$ cat src/rtl/iomem_bridge_pkg.sv
// Shared constants for the byte-stream to iomem bridge.
// Opcodes, status bytes and FSM state encoding.
package iomem_bridge_pkg;

   localparam logic [3:0] OP_READ  = 4'h1;
   localparam logic [3:0] OP_WRITE = 4'h2;

   localparam logic [7:0] ST_OK      = 8'hA5;
   localparam logic [7:0] ST_BADCMD  = 8'hEE;
   localparam logic [7:0] ST_TIMEOUT = 8'hE0;

   localparam logic [2:0] S_IDLE = 3'd0;
   localparam logic [2:0] S_ADDR = 3'd1;
   localparam logic [2:0] S_DATA = 3'd2;
   localparam logic [2:0] S_BUS  = 3'd3;
   localparam logic [2:0] S_STAT = 3'd4;
   localparam logic [2:0] S_RDAT = 3'd5;

   function automatic logic is_rx_state(input logic [2:0] s);
      return (s == S_IDLE) || (s == S_ADDR) || (s == S_DATA);
   endfunction

endpackage

$ cat src/rtl/le_word_shifter.sv
// 32-bit little-endian word register: byte-lane load,
// full-word load and right shift by one byte.
module le_word_shifter (
   input  logic        clk,
   input  logic        rst_n,
   input  logic        i_ld_byte,
   input  logic [1:0]  i_lane,
   input  logic [7:0]  i_byte,
   input  logic        i_ld_word,
   input  logic [31:0] i_word,
   input  logic        i_shift,
   output logic [31:0] o_word
);

   logic [31:0] r_word;

   always_ff @(posedge clk or negedge rst_n) begin
      if (!rst_n) begin
         r_word <= '0;
      end else if (i_ld_word) begin
         r_word <= i_word;
      end else if (i_shift) begin
         r_word <= {8'h00, r_word[31:8]};
      end else if (i_ld_byte) begin
         r_word[{i_lane, 3'b000} +: 8] <= i_byte;
      end
   end

   assign o_word = r_word;

endmodule

$ cat src/rtl/iomem_uart_bridge.sv
// Byte-stream command parser acting as picosoc iomem initiator.
// Define IOMEM_TIMEOUT_EN to abort stalled bus cycles with status 0xE0.
module iomem_uart_bridge
   import iomem_bridge_pkg::*;
#(
   parameter int TIMEOUT_CYCLES = 255
) (
   input  logic        clk,
   input  logic        resetn,
   input  logic [7:0]  rx_data,
   input  logic        rx_valid,
   output logic        rx_ready,
   output logic [7:0]  tx_data,
   output logic        tx_valid,
   input  logic        tx_ready,
   output logic        iomem_valid,
   input  logic        iomem_ready,
   output logic [3:0]  iomem_wstrb,
   output logic [31:0] iomem_addr,
   output logic [31:0] iomem_wdata,
   input  logic [31:0] iomem_rdata,
   output logic        busy
);

   logic [2:0]  r_state;
   logic [2:0]  w_nstate;
   logic [1:0]  r_cnt;
   logic        r_is_read;
   logic        r_bad;
   logic [3:0]  r_wstrb;
   logic        r_rx_ready;
   logic        r_tx_valid;
   logic [7:0]  r_tx_data;
   logic        r_iomem_valid;
   logic        w_rx_fire;
   logic        w_tx_fire;
   logic        w_op_read;
   logic        w_op_write;
   logic        w_tmo;
   logic [31:0] w_addr;
   logic [31:0] w_word;

   assign w_rx_fire  = rx_valid & r_rx_ready;
   assign w_tx_fire  = r_tx_valid & tx_ready;
   assign w_op_read  = (rx_data == {OP_READ, 4'h0});
   assign w_op_write = (rx_data[7:4] == OP_WRITE);

`ifdef IOMEM_TIMEOUT_EN
   logic [15:0] r_tmo;

   // ready in the expiry cycle wins, hence the !iomem_ready term
   assign w_tmo = (r_state == S_BUS) && !iomem_ready &&
                  (r_tmo == 16'(TIMEOUT_CYCLES - 1));

   always_ff @(posedge clk or negedge resetn) begin
      if (!resetn) begin
         r_tmo <= '0;
      end else begin
         r_tmo <= (r_state == S_BUS) ? r_tmo + 16'd1 : '0;
      end
   end
`else
   assign w_tmo = 1'b0;
`endif

   always_comb begin
      w_nstate = r_state;
      unique case (r_state)
         S_IDLE:
            if (w_rx_fire)
               w_nstate = (w_op_read || w_op_write) ? S_ADDR : S_STAT;
         S_ADDR:
            if (w_rx_fire && r_cnt == 2'd3)
               w_nstate = r_is_read ? S_BUS : S_DATA;
         S_DATA:
            if (w_rx_fire && r_cnt == 2'd3)
               w_nstate = r_bad ? S_STAT : S_BUS;
         S_BUS:
            if (iomem_ready || w_tmo)
               w_nstate = S_STAT;
         S_STAT:
            if (w_tx_fire)
               w_nstate = r_is_read ? S_RDAT : S_IDLE;
         S_RDAT:
            if (w_tx_fire && r_cnt == 2'd3)
               w_nstate = S_IDLE;
         default:
            w_nstate = S_IDLE;
      endcase
   end

   always_ff @(posedge clk or negedge resetn) begin
      if (!resetn) begin
         r_state       <= S_IDLE;
         r_cnt         <= '0;
         r_is_read     <= 1'b0;
         r_bad         <= 1'b0;
         r_wstrb       <= '0;
         r_rx_ready    <= 1'b0;
         r_tx_valid    <= 1'b0;
         r_tx_data     <= '0;
         r_iomem_valid <= 1'b0;
      end else begin
         r_state       <= w_nstate;
         r_rx_ready    <= is_rx_state(w_nstate);
         r_iomem_valid <= (w_nstate == S_BUS);
         if (w_nstate != r_state)
            r_cnt <= '0;
         else if (w_rx_fire || (r_state == S_RDAT && w_tx_fire))
            r_cnt <= r_cnt + 2'd1;
         if (r_state == S_IDLE && w_rx_fire) begin
            r_is_read <= w_op_read;
            r_bad     <= (rx_data[3:0] == 4'h0);
            r_wstrb   <= w_op_write ? rx_data[3:0] : 4'h0;
         end
         if (w_tmo)
            r_is_read <= 1'b0;
         if (w_nstate == S_STAT && r_state != S_STAT) begin
            r_tx_valid <= 1'b1;
            if (r_state == S_BUS)
               r_tx_data <= iomem_ready ? ST_OK : ST_TIMEOUT;
            else
               r_tx_data <= ST_BADCMD;
         end else if (w_tx_fire) begin
            // word[7:0] is D0 until the first RDAT shift
            if (w_nstate == S_RDAT && r_state == S_STAT)
               r_tx_data <= w_word[7:0];
            else if (w_nstate == S_RDAT)
               r_tx_data <= w_word[15:8];
            else
               r_tx_valid <= 1'b0;
         end
      end
   end

   le_word_shifter u_addr (
      .clk       (clk),
      .rst_n     (resetn),
      .i_ld_byte (w_rx_fire && r_state == S_ADDR),
      .i_lane    (r_cnt),
      .i_byte    (rx_data),
      .i_ld_word (1'b0),
      .i_word    (32'h0),
      .i_shift   (1'b0),
      .o_word    (w_addr)
   );

   le_word_shifter u_data (
      .clk       (clk),
      .rst_n     (resetn),
      .i_ld_byte (w_rx_fire && r_state == S_DATA),
      .i_lane    (r_cnt),
      .i_byte    (rx_data),
      .i_ld_word (r_state == S_BUS && iomem_ready && r_is_read),
      .i_word    (iomem_rdata),
      .i_shift   (r_state == S_RDAT && w_tx_fire),
      .o_word    (w_word)
   );

   assign rx_ready    = r_rx_ready;
   assign tx_valid    = r_tx_valid;
   assign tx_data     = r_tx_data;
   assign iomem_valid = r_iomem_valid;
   assign iomem_wstrb = r_wstrb;
   assign iomem_addr  = w_addr;
   assign iomem_wdata = w_word;
   assign busy        = (r_state != S_IDLE);

endmodule

$ cat config.mk
export PLATFORM = sky130hd
export DESIGN_NAME = iomem_uart_bridge
export DESIGN_NICKNAME = d
export VERILOG_FILES = /design/src/rtl/iomem_bridge_pkg.sv /design/src/rtl/le_word_shifter.sv /design/src/rtl/iomem_uart_bridge.sv
export SDC_FILE = /design/constraint.sdc
export NUM_CORES = 1
export LEC_CHECK = 0
export BUFFER_PORTS_ARGS = -buffer_cell sky130_fd_sc_hd__buf_2
export CORE_MARGIN = 2
export CORE_UTILIZATION = 53
export DETAILED_ROUTE_END_ITERATION = 10
export PLACE_DENSITY = 0.81
export SETUP_SLACK_MARGIN = 0.3
export SYNTH_ARGS = -nofsm -noshare
export SYNTH_HDL_FRONTEND = slang
export SYNTH_SLANG_ARGS = --single-unit
$ cat constraint.sdc
create_clock -name clk -period 3.1 [get_ports clk]
set_clock_uncertainty 0.05 [all_clocks]
set_input_delay 0.155 -clock clk [delete_from_list [all_inputs] [get_ports clk]]
set_output_delay 0.155 -clock clk [all_outputs]
set_load 0.02 [all_outputs]
==> summary.md, run 1 <==
| Metric | Value |
|---|---|
| Status | `finished clean` |
| Sequential share of the synthesized area | `0.479` |
| Hold Path Class | `in -> reg` |
| Slew Limit Fails | `0` |
| Final Cell Area | `approximately 5300 um^2` |
| WL final | `approximately 12000 um` |
| Number of global-route vias before repair | `3797` |
| Crit end category | `flop` |
| PostCTS Resize Cnt | `0` |
| Root Driver | `clkbuf_8` |
| Largest area contributor in the netlist | `dfrtp_1` |
| Worst slew pin tran | `between 1 and 1.5 ns` |
| Drt wl/cell | `~18 um` |
| Height of the die | `96.0 um` |
| # diodes | `0` |
| Vias per cell | `approximately 6` |
| EDFF count, synth | `0` |
| Max-Slew Margin vs Limit | `0.282` |
| Worst Path Required | `around 3.3 ns` |
| I/O pin cnt | `125` |
| Total number of vias | `4099` |
| Multi-input logic area | `between 2000 and 2500 um^2` |
| Final-report setup violation count | `0` |
| Cell Area, Synth | `4490 um^2` |
| DRT iter0 DRCs | `about 390` |
| Initial core utilization | `0.546` |
| Leakage | `approximately 2.7 nW` |
| Syn Area/Cell | `between 9 and 10 um^2` |
| Crit path arrival time | `about 2.7 ns` |
| Min cycle time layout | `2.44 ns` |
| Hold WS | `about 0.029 ns` |
| CP startpoint kind | `flop` |
| Gr usage total | `0.276` |
| CTS Sinks | `86` |
| Worst skew pair latency | `0.37 ns` |
| Post-route ant nets | `0` |
| Max-Cap Viols | `0` |
| CTS tree | `done` |
| Layout cells sized above 1 | `0.324` |
| Post-synth net total | `515` |
| Synth top area cells | `dfrtp_1, nand2_1, mux2_2` |
| Clk slew on worst S/H paths | `roughly 0.1 ns` |
| Htree depth | `3` |
| Num rows | `33` |
| First-pass GRT wire length | `19400 um` |
| Max clock buf depth | `2` |
| Top cell type's share of synthesized area | `0.479` |
| Synth warn | `0` |
| Final HPWL DP | `8510 um` |
| Post-placement cell area | `about 5100 um^2` |
| Fin Setup TNS | `0 ns` |
| # fillers | `672` |
| Crit path kind | `reg -> reg` |
| Unrepaired setup endpoints after global routing | `false` |
| Power Density | `about 720 nW/um^2` |
| Largest net degree at the start of global routing | `87` |
| Worst slack at placement | `slightly below 0.8 ns` |
| Initial antenna violation count | `0` |
| Peak supply drop | `around 0.44 mV` |
| Period utilization | `0.786` |
| DRC violations left | `0` |
| Die area | `roughly 9200 um^2` |
| Die width | `between 90 and 100 um` |
| Fin. Hold Viols | `0` |
| CTS buffer count | `9` |
| Grt total ovfl | `0` |
| FF+latch area | `2150 um^2` |
| Fmax | `between 400 and 500 MHz` |
| Max Fanout on Critical Path | `9` |
| Fraction of registers with async set/reset | `1.00` |
| First-pass DRT Iterations | `5` |
| Gate Count Post-Synth | `between 400 and 500` |
| Core area | `slightly above 8000 um^2` |
| Gp weighted congestion | `roughly 0.92` |
| IO Port Bufs | `124` |
| Area Growth Syn to Fin | `19.1%` |
| Synthesized flop and latch total | `86` |
| Final setup margin | `approximately 0.66 ns` |
| Synth Flop Type | `dfrtp_1` |
| Nets | `625` |
| Number of library cell types mapped by synthesis | `56` |
==> final timing paths <==
| path | start | end | slack [ns] | depth (start not counted) |
|---|---|---|---|---|
| worst min-delay path | iomem_rdata[27] | u_data.o_word[27] | 0.03 | 3 |
| min in group asynchronous | resetn | u_data.o_word[28] | 0.46 | 2 |
| worst max register to register | r_cnt[0] | u_data.o_word[17] | 0.66 | 8 |
| max in group asynchronous | resetn | r_is_read | 1.84 | 2 |
| worst min register to register | u_addr.o_word[14] | u_addr.o_word[14] | 0.43 | 2 |
| worst max-delay path | r_cnt[0] | u_data.o_word[17] | 0.66 | 8 |
==> cell usage after synthesis, types with 3 or more instances <==
cell / instances
a21o_1: 4
nor3_1: 4
ha_1: 5
a22oi_1: 6
inv_1: 4
a31oi_1: 12
nor2_1: 57
o22ai_1: 3
and2_1: 3
mux2i_1: 6
a221oi_1: 18
nand2_1: 82
a21oi_1: 7
nand2b_1: 3
o221ai_1: 5
nand3b_1: 3
clkbuf_1: 25
clkbuf_8: 6
o21ai_0: 27
nand3_1: 14
a2bb2oi_1: 3
nor3b_1: 3
a22o_1: 10
dfrtp_1: 86
mux2_2: 24
==> power by group <==
part | internal (mW) | switching, mW
logic | 0.558 | 0.840
registers | 1.33 | 0.206
clock network | 0.472 | 0.461
==> worst max-delay path, stage by stage (launching register included) <==
cell and delay, ns:
dfrtp_1 0.50, inv_1 0.13, ha_1 0.37, nor3b_1 0.16
buf_4 0.18, o211a_1 0.23, a221oi_1 0.35, nor2_1 0.09
mux2_2 0.27
==> sequential cells by signal, summed over array words and instances, names as in the netlist <==
name and flops:
u_data.o_word 32, iomem_wstrb 4, r_cnt 2, rx_ready 1, tx_valid 1, r_is_read 1, r_bad 1, r_state 3
u_addr.o_word 32, tx_data 8, iomem_valid 1
==> logic make-up (layout without fill, tap and decap cells) <==
logic type / count (synthesis) / after routing / share of synthesized area
and+or+nand+nor: 190 / 190 / 0.193
AOI/OAI and AO/OA: 115 / 115 / 0.190
DFF: 86 / 86 / 0.479
buffers and inverters: 38 / 153 / 0.0488
muxes: 30 / 30 / 0.0736
adders and majority gates: 5 / 5 / 0.0139
xor gates and xnor gates: 1 / 1 / 0.00195
==> repair_timing <==
action	4_1_cts	5_1_grt
endpoints found under the hold margin	65	0
setup buffers	0	0
hold buffers	2	0
==> layer usage <==
| layer | GRT usage | wire (um) | part of all wire |
|---|---|---|---|
| met1 | 0.377 | 5210 | 0.43 |
| met2 | 0.440 | 5750 | 0.47 |
| met3 | 0.0642 | 1010 | 0.083 |
| met4 | 0.0774 | 219 | 0.018 |
| met5 | 0 | 0 | 0 |
==> layout by cell type (no fill, tap or decap), drive strengths merged, types with 3 or more instances in the layout <==
master,synthesis,final
buf,3,131
dfrtp,86,86
nand2,82,82
nor2,57,57
o21ai,27,27
mux2,24,24
a221oi,18,18
nand3,14,14
a31oi,12,12
a22o,12,12
clkbuf,31,9
a21oi,9,9
inv,4,7
a22oi,6,6
mux2i,6,6
o221ai,5,5
ha,5,5
a21o,5,5
nor3,4,4
and2,4,4
nand2b,3,3
nand3b,3,3
nor3b,3,3
a2bb2oi,3,3
o22ai,3,3
and3b,3,3
==> per-stage QoR <==
stage                      util  instances  total power, mW
after floorplan               -        465             2.48
after global placement    0.620        667             2.91
after detailed placement  0.620        667             2.94
after CTS                 0.651        685             3.86
after global routing      0.651        685             4.07
final                     0.651        685             3.87
==> layout make-up <==
type | instances | share of cell area
well taps | 105 | 0.0246
multi-input cells | 341 | 0.396
clock buffers | 9 | 0.0232
inverters | 4 | 0.00281
repair buffers | 133 | 0.130
clock inverters | 7 | 0.0211
flip-flops and latches | 86 | 0.402
No activity file was read; power rests on OpenSTA's default activity.
==> run 2, diff against run 1 <==
--- a/config.mk
+++ b/config.mk
@@ -7,9 +7,9 @@
 export LEC_CHECK = 0
 export BUFFER_PORTS_ARGS = -buffer_cell sky130_fd_sc_hd__buf_2
 export CORE_MARGIN = 2
-export CORE_UTILIZATION = 53
+export CORE_UTILIZATION = 47
 export DETAILED_ROUTE_END_ITERATION = 10
-export PLACE_DENSITY = 0.81
+export PLACE_DENSITY = 0.76
 export SETUP_SLACK_MARGIN = 0.3
 export SYNTH_ARGS = -nofsm -noshare
 export SYNTH_HDL_FRONTEND = slang
==> constraint.sdc (replaced) <==
create_clock -name clk -period 2 [get_ports clk]
set_clock_uncertainty 0.05 [all_clocks]
set_input_delay 0.1 -clock clk [delete_from_list [all_inputs] [get_ports clk]]
set_output_delay 0.1 -clock clk [all_outputs]
set_load 0.02 [all_outputs]
==> run 2 against run 1 <==
Compared with the run above:
- fmax grew 22%
- utilization grew 5.2 points
- register-to-register slack lost 0.66 ns
- total power grew 79%
- highest routed layer unchanged
- the flow now finishes with violations (hold timing, setup timing)
==> summary.md, run 2 (synthesized netlist as in run 1, its figures left out) <==
| Metric | Value |
|---|---|
| Worst path bufs/invs | `0 (-2)` |
| CP delay by family, top | `compound AO/OA/AOI/OAI gates` |
| # fillers | `662 (-1.5%)` |
| Worst skew pair latency | `0.36 ns (about the same)` |
| # diodes | `0 (unchanged)` |
| Largest net degree at the start of global routing | `46 (-47%)` |
| Slew Limit Fails | `0 (unchanged)` |
| Hold Path Class | `in -> reg` |
| Height of the die | `102 um (+5.9%)` |
| Slowest stage cell on the critical path | `dfrtp_2` |
| Crit path arrival time | `2.20 ns (-0.45 ns)` |
| Post-Place Cells | `714 (+7.0%)` |
| I/O pin cnt | `125 (unchanged)` |
| Gp weighted congestion | `0.871 (-5.8%)` |
| Unrepaired setup endpoints after global routing | `true` |
| Most common cell after layout, fill and taps aside | `buf_2` |
| Die area | `10300 um^2 (+12%)` |
| Vias per cell | `5.88 (-1.7%)` |
| Failing checks | `hold timing, setup timing` |
| Fin. Hold Viols | `1 (+1)` |
| Crit path kind | `reg -> reg` |
| DRC violations left | `0 (unchanged)` |
| Status | `finished with violations` |
| Gr usage total | `0.283 (+0.00716)` |
| Power Density | `1070 nW/um^2 (+47%)` |
| CTS Sinks | `86 (unchanged)` |
| Final setup margin | `-0.00265 ns (-0.665 ns)` |
| FF+latch area | `2160 um^2 (+0.29%)` |
| WL final | `15100 um (+24%)` |
| CTS buffer count | `9 (unchanged)` |
| Die width | `102 um (+5.9%)` |
| CP max stage delay | `0.47 ns (-0.03 ns)` |
| Worst slew pin tran | `0.666 ns (-0.411 ns)` |
| Fin cells | `769 (+12%)` |
| CTS tree | `done` |
| Number of global-route vias before repair | `4348 (+15%)` |
| Min cycle time layout | `2.00 ns (-0.435 ns)` |
| IO Port Bufs | `124 (unchanged)` |
| Most frequent cells in the layout | `buf_2, dfrtp_1, nand2_1` |
| Post-route ant nets | `0 (unchanged)` |
| Leakage | `3.17 nW (+18%)` |
| Layout cells sized above 1 | `0.505 (+0.181)` |
| Initial core utilization | `0.486 (-0.0605)` |
| Final-report setup violation count | `1 (+1)` |
| Multi-input logic area | `2640 um^2 (+25%)` |
| Initial antenna violation count | `0 (unchanged)` |
| Worst slack at placement | `-0.0893 ns (-0.866 ns)` |
| Grt total ovfl | `0 (unchanged)` |
| Total number of vias | `4523 (+10%)` |
| Crit end category | `flop` |
| Hold WS | `-0.0154 ns (-0.0444 ns)` |
| Htree depth | `3 (unchanged)` |
| Nets | `685 (+9.6%)` |
| Worst Path Required | `2.20 ns (-1.11 ns)` |
| Root Driver | `clkbuf_8` |
| Final HPWL DP | `9460 um (+11%)` |
| CP startpoint kind | `flop` |
| Period utilization | `1.00 (+0.215)` |
| First-pass DRT Iterations | `5 (unchanged)` |
| Max-Slew Margin vs Limit | `0.552 (+0.269)` |
| Max clock buf depth | `2 (unchanged)` |
| Area Growth Syn to Fin | `44.6%` |
| Max Fanout on Critical Path | `8 (-1)` |
| Clk slew on worst S/H paths | `0.10 ns (about the same)` |
| Max-Cap Viols | `0 (unchanged)` |
| Peak supply drop | `0.758 mV (+72%)` |
| Cells along the critical path | `nand3b_1 > o211a_4 > a221oi_2 > nor2_1 > mux2_2` |
| Num rows | `35 (+6.1%)` |
| DRT iter0 DRCs | `397 (+0.76%)` |
| First-pass GRT wire length | `22600 um (+17%)` |
| Fmax | `499 MHz (+22%)` |
| Drt wl/cell | `19.7 um (+10%)` |
| Core area | `9240 um^2 (+12%)` |
-- run 2: stage by stage --
stage / power, mW / utilization / hold slack (ns) / setup TNS [ns] / cell area (um^2)
floorplan: 4.01 / - / -0.246 / 0 / 4690
global placement: 4.74 / 0.596 / -0.00172 / -0.107 / 5510
detailed placement: 4.80 / 0.596 / 0.00253 / -0.376 / 5510
CTS: 6.56 / 0.668 / 0.00586 / 0 / 6170
global route: 7.25 / 0.703 / 0.00320 / -0.122 / 6490
finish: 6.93 / 0.703 / -0.0154 / -0.00265 / 6490
-- run 2: cell type report --
cell class,instances,area share
clock buffer,10,0.0212
clock inverter,6,0.0116
inverter,4,0.00231
multi-input combinational,342,0.407
sequential,86,0.332
tap,129,0.0249
timing repair buffer,192,0.201
-- run 2: path summary, 6_finish.rpt --
path / from / end / slack, ns / cells past startpoint
worst max-delay path: r_state[1] / u_data.o_word[22] / -0.003 / 5
worst min-delay path: iomem_rdata[24] / u_data.o_word[24] / -0.02 / 3
worst max register to register: r_state[1] / u_data.o_word[22] / -0.003 / 5
worst min register to register: u_addr.o_word[11] / u_addr.o_word[11] / 0.43 / 2
max in group asynchronous: resetn / r_cnt[0] / 1.16 / 3
min in group asynchronous: resetn / u_data.o_word[20] / 0.15 / 2
-- run 2: worst min-delay path, cell delays in order --
cell	delay (ns)
buf_2	0.09
a22oi_2	0.06
a21oi_1	0.12
-- run 2: layer usage --
layer,vias up,wire (um),GRT usage
li1,2019,-,-
met1,2207,6080,0.372
met2,238,7550,0.468
met3,59,956,0.0428
met4,0,535,0.116
met5,-,0,0
-- run 2: power by group --
part	leakage (nW)	total (mW)	switching (mW)	internal [mW]
registers	1.14	2.40	0.329	2.07
logic	1.92	3.18	1.72	1.45
clock network	0.111	1.35	0.710	0.637
-- run 2: repair_timing --
action                                  in CTS  in global routing
pin swaps                                    9                 19
hold endpoints to repair                    76                  1
cloned                                       2                  1
buffers inserted                            18                 10
resized for setup                           57                 48
endpoints found under the setup margin      81                 85
hold buffers                                 7                  1
==> run 3, diff against run 2 <==
--- a/config.mk
+++ b/config.mk
@@ -9,7 +9,7 @@
 export CORE_MARGIN = 2
 export CORE_UTILIZATION = 47
 export DETAILED_ROUTE_END_ITERATION = 10
-export PLACE_DENSITY = 0.76
+export PLACE_DENSITY = 0.73
 export SETUP_SLACK_MARGIN = 0.3
 export SYNTH_ARGS = -nofsm -noshare
 export SYNTH_HDL_FRONTEND = slang
==> run 3 against run 2 <==
Compared with the run above:
- the run now ends clean
- clock power increased by 5%
- non-clock buffer count increased by 1
- total power is 1.1% higher
- first-iteration DRC count decreased by 20%
- utilization grew 0.095 points
- critical path type unchanged
- count of clock-buffer cells in the layout down 1
- fmax is 4.9% higher
- combinational power hardly changed
==> summary.md, run 3 (synthesized netlist as in run 1, its figures left out) <==
| Metric | Value |
|---|---|
| Unrepaired setup endpoints after global routing | `true` |
| GR Util met1 | `0.360 (-0.0120)` |
| Initial core utilization | `0.486 (unchanged)` |
| Core area | `9240 um^2 (unchanged)` |
| Power Density | `1080 nW/um^2 (+0.96%)` |
| Initial antenna violation count | `0 (unchanged)` |
| Post-route ant nets | `0 (unchanged)` |
| Clk slew on worst S/H paths | `0.10 ns (about the same)` |
| Die area | `10300 um^2 (unchanged)` |
| Final HPWL DP | `9600 um (+1.5%)` |
| Leakage | `3.16 nW (-0.38%)` |
| Cells along the critical path | `buf_4 > ha_2 > nand3_4 > a31oi_1 > a2bb2oi_1 > nor2_1` |
| Max Fanout on Critical Path | `7 (-1)` |
| Hold Path Class | `in -> reg` |
| Slew Limit Fails | `0 (unchanged)` |
| Peak supply drop | `0.577 mV (-24%)` |
| Final setup margin | `0.0908 ns (+0.0935 ns)` |
| Max-Cap Viols | `0 (unchanged)` |
| Busiest grt layer | `met2` |
| Crit end category | `flop` |
| Routing usage on met2 | `0.439 (-0.0288)` |
| Most common cell after layout, fill and taps aside | `buf_2` |
| Grt total ovfl | `0 (unchanged)` |
| Slowest stage cell on the critical path | `dfrtp_2` |
| I/O pin cnt | `125 (unchanged)` |
| Worst Path Required | `2.20 ns (about the same)` |
| Max-Slew Margin vs Limit | `0.564 (+0.0125)` |
| CP max stage delay | `0.42 ns (-0.05 ns)` |
| Nets | `687 (+0.29%)` |
| Worst path bufs/invs | `1 (+1)` |
| Die width | `102 um (unchanged)` |
| Htree depth | `3 (unchanged)` |
| WL final | `15000 um (-0.64%)` |
| Final Cell Area | `6500 um^2 (+0.13%)` |
| Max clock buf depth | `2 (unchanged)` |
| Area Growth Syn to Fin | `44.8%` |
| CP delay by family, top | `compound AO/OA/AOI/OAI gates` |
| First-pass GRT wire length | `21500 um (-4.7%)` |
| Fmax | `524 MHz (+4.9%)` |
| CTS buffer count | `9 (unchanged)` |
| CTS tree | `done` |
| Gp weighted congestion | `0.901 (+3.4%)` |
| Final-report setup violation count | `0 (-1)` |
| Fin. Hold Viols | `0 (-1)` |
| Largest net degree at the start of global routing | `50 (+8.7%)` |
| GR Layer Usage met3 | `0.0580 (+0.0152)` |
| Post-placement cell area | `5520 um^2 (+0.23%)` |
| Min cycle time layout | `1.91 ns (-0.0935 ns)` |
| Height of the die | `102 um (unchanged)` |
| Fin Setup TNS | `0 ns (+0.00265 ns)` |
| Crit path arrival time | `2.11 ns (-0.09 ns)` |
| Hold WS | `0.00358 ns (+0.0190 ns)` |
| CTS Sinks | `86 (unchanged)` |
| Total number of vias | `4524 (+0.022%)` |
| Num rows | `35 (unchanged)` |
| Status | `finished clean` |
| Period utilization | `0.955 (-0.0467)` |
| Vias per cell | `5.86 (-0.37%)` |
| Number of global-route vias before repair | `4216 (-3.0%)` |
| Layout cells sized above 1 | `0.502 (-0.00313)` |
| CP startpoint kind | `flop` |
| DRT iter0 DRCs | `319 (-20%)` |
| First-pass DRT Iterations | `5 (unchanged)` |
| Worst skew pair latency | `0.37 ns (about the same)` |
| Worst slack at placement | `-0.0853 ns (+0.00398 ns)` |
| Crit path kind | `reg -> reg` |
| Drt wl/cell | `19.5 um (-1.0%)` |
| Worst slew pin tran | `0.654 ns (-0.0117 ns)` |
| Most frequent cells in the layout | `buf_2, dfrtp_1, nand2_1` |
| Root Driver | `clkbuf_8` |
| DRC violations left | `0 (unchanged)` |
| Gr usage total | `0.272 (-0.0108)` |
| IO Port Bufs | `124 (unchanged)` |
-- run 3: changes by cell type in the layout (fill, tap and decap cells not counted), sizes merged --
cell	previous run	this run
clkinvlp	0	1
dlygate4sd3	8	5
diode	0	1
buf	183	187
nand2	82	83
inv	8	7
bufinv	1	2
bufbuf	1	0
-- run 3: power by group --
part	internal, mW	total [mW]	switching [mW]
combinational	1.45	3.16	1.71
clock	0.724	1.42	0.700
sequential	2.07	2.41	0.340
-- run 3: layer usage --
metal  part of all wire  vias up
met1               0.41     2208
met2               0.49      244
met5                  0        -
met3              0.072       43
li1                   -     2029
met4              0.029        0
-- run 3: path summary, 6_finish.rpt --
| kind | from | endpoint | slack [ns] | cells past startpoint |
|---|---|---|---|---|
| min | iomem_rdata[28] | u_data.o_word[28] | 0.004 | 3 |
| max | r_cnt[0] | u_data.o_word[29] | 0.09 | 6 |
| min reg2reg | u_addr.o_word[15] | u_addr.o_word[15] | 0.43 | 2 |
| min in group asynchronous | resetn | u_data.o_word[26] | 0.23 | 2 |
| max reg2reg | r_cnt[0] | u_data.o_word[29] | 0.09 | 6 |
| max in group asynchronous | resetn | u_addr.o_word[11] | 1.02 | 3 |
-- run 3: stage by stage --
stage | utilization | instances | power, mW
floorplan | - | 465 | 4.01
CTS | 0.653 | 748 | 6.53
global placement | 0.598 | 714 | 4.85
detailed placement | 0.598 | 714 | 4.91
finish | 0.704 | 772 | 7.00
global route | 0.703 | 771 | 7.31
-- run 3: area by class of cell --
cell class | count | area, um^2
Fill cell | 659 | 2740
Timing Repair Buffer | 193 | 1310
Sequential cell | 86 | 2160
Tap cell | 129 | 161
Multi-Input combinational cell | 343 | 2630
Clock inverter | 7 | 104
Clock buffer | 9 | 124
Antenna cell | 1 | 2.50
Inverter | 4 | 15.0
-- run 3: worst reg2reg max path: stages (launching register included) --
cell	delay, ns
dfrtp_2	0.42
buf_4	0.19
ha_2	0.41
nand3_4	0.19
a31oi_1	0.24
a2bb2oi_1	0.23
nor2_1	0.07
-- run 3: repair_timing --
item                                   4_1_cts  5_1_grt
buffers inserted                            13       19
hold buffers                                 5        0
gates cloned                                 0        4
gates resized for setup                     42       60
setup endpoints to repair                   81       76
endpoints found under the hold margin       52        0
pin swaps                                    8       24
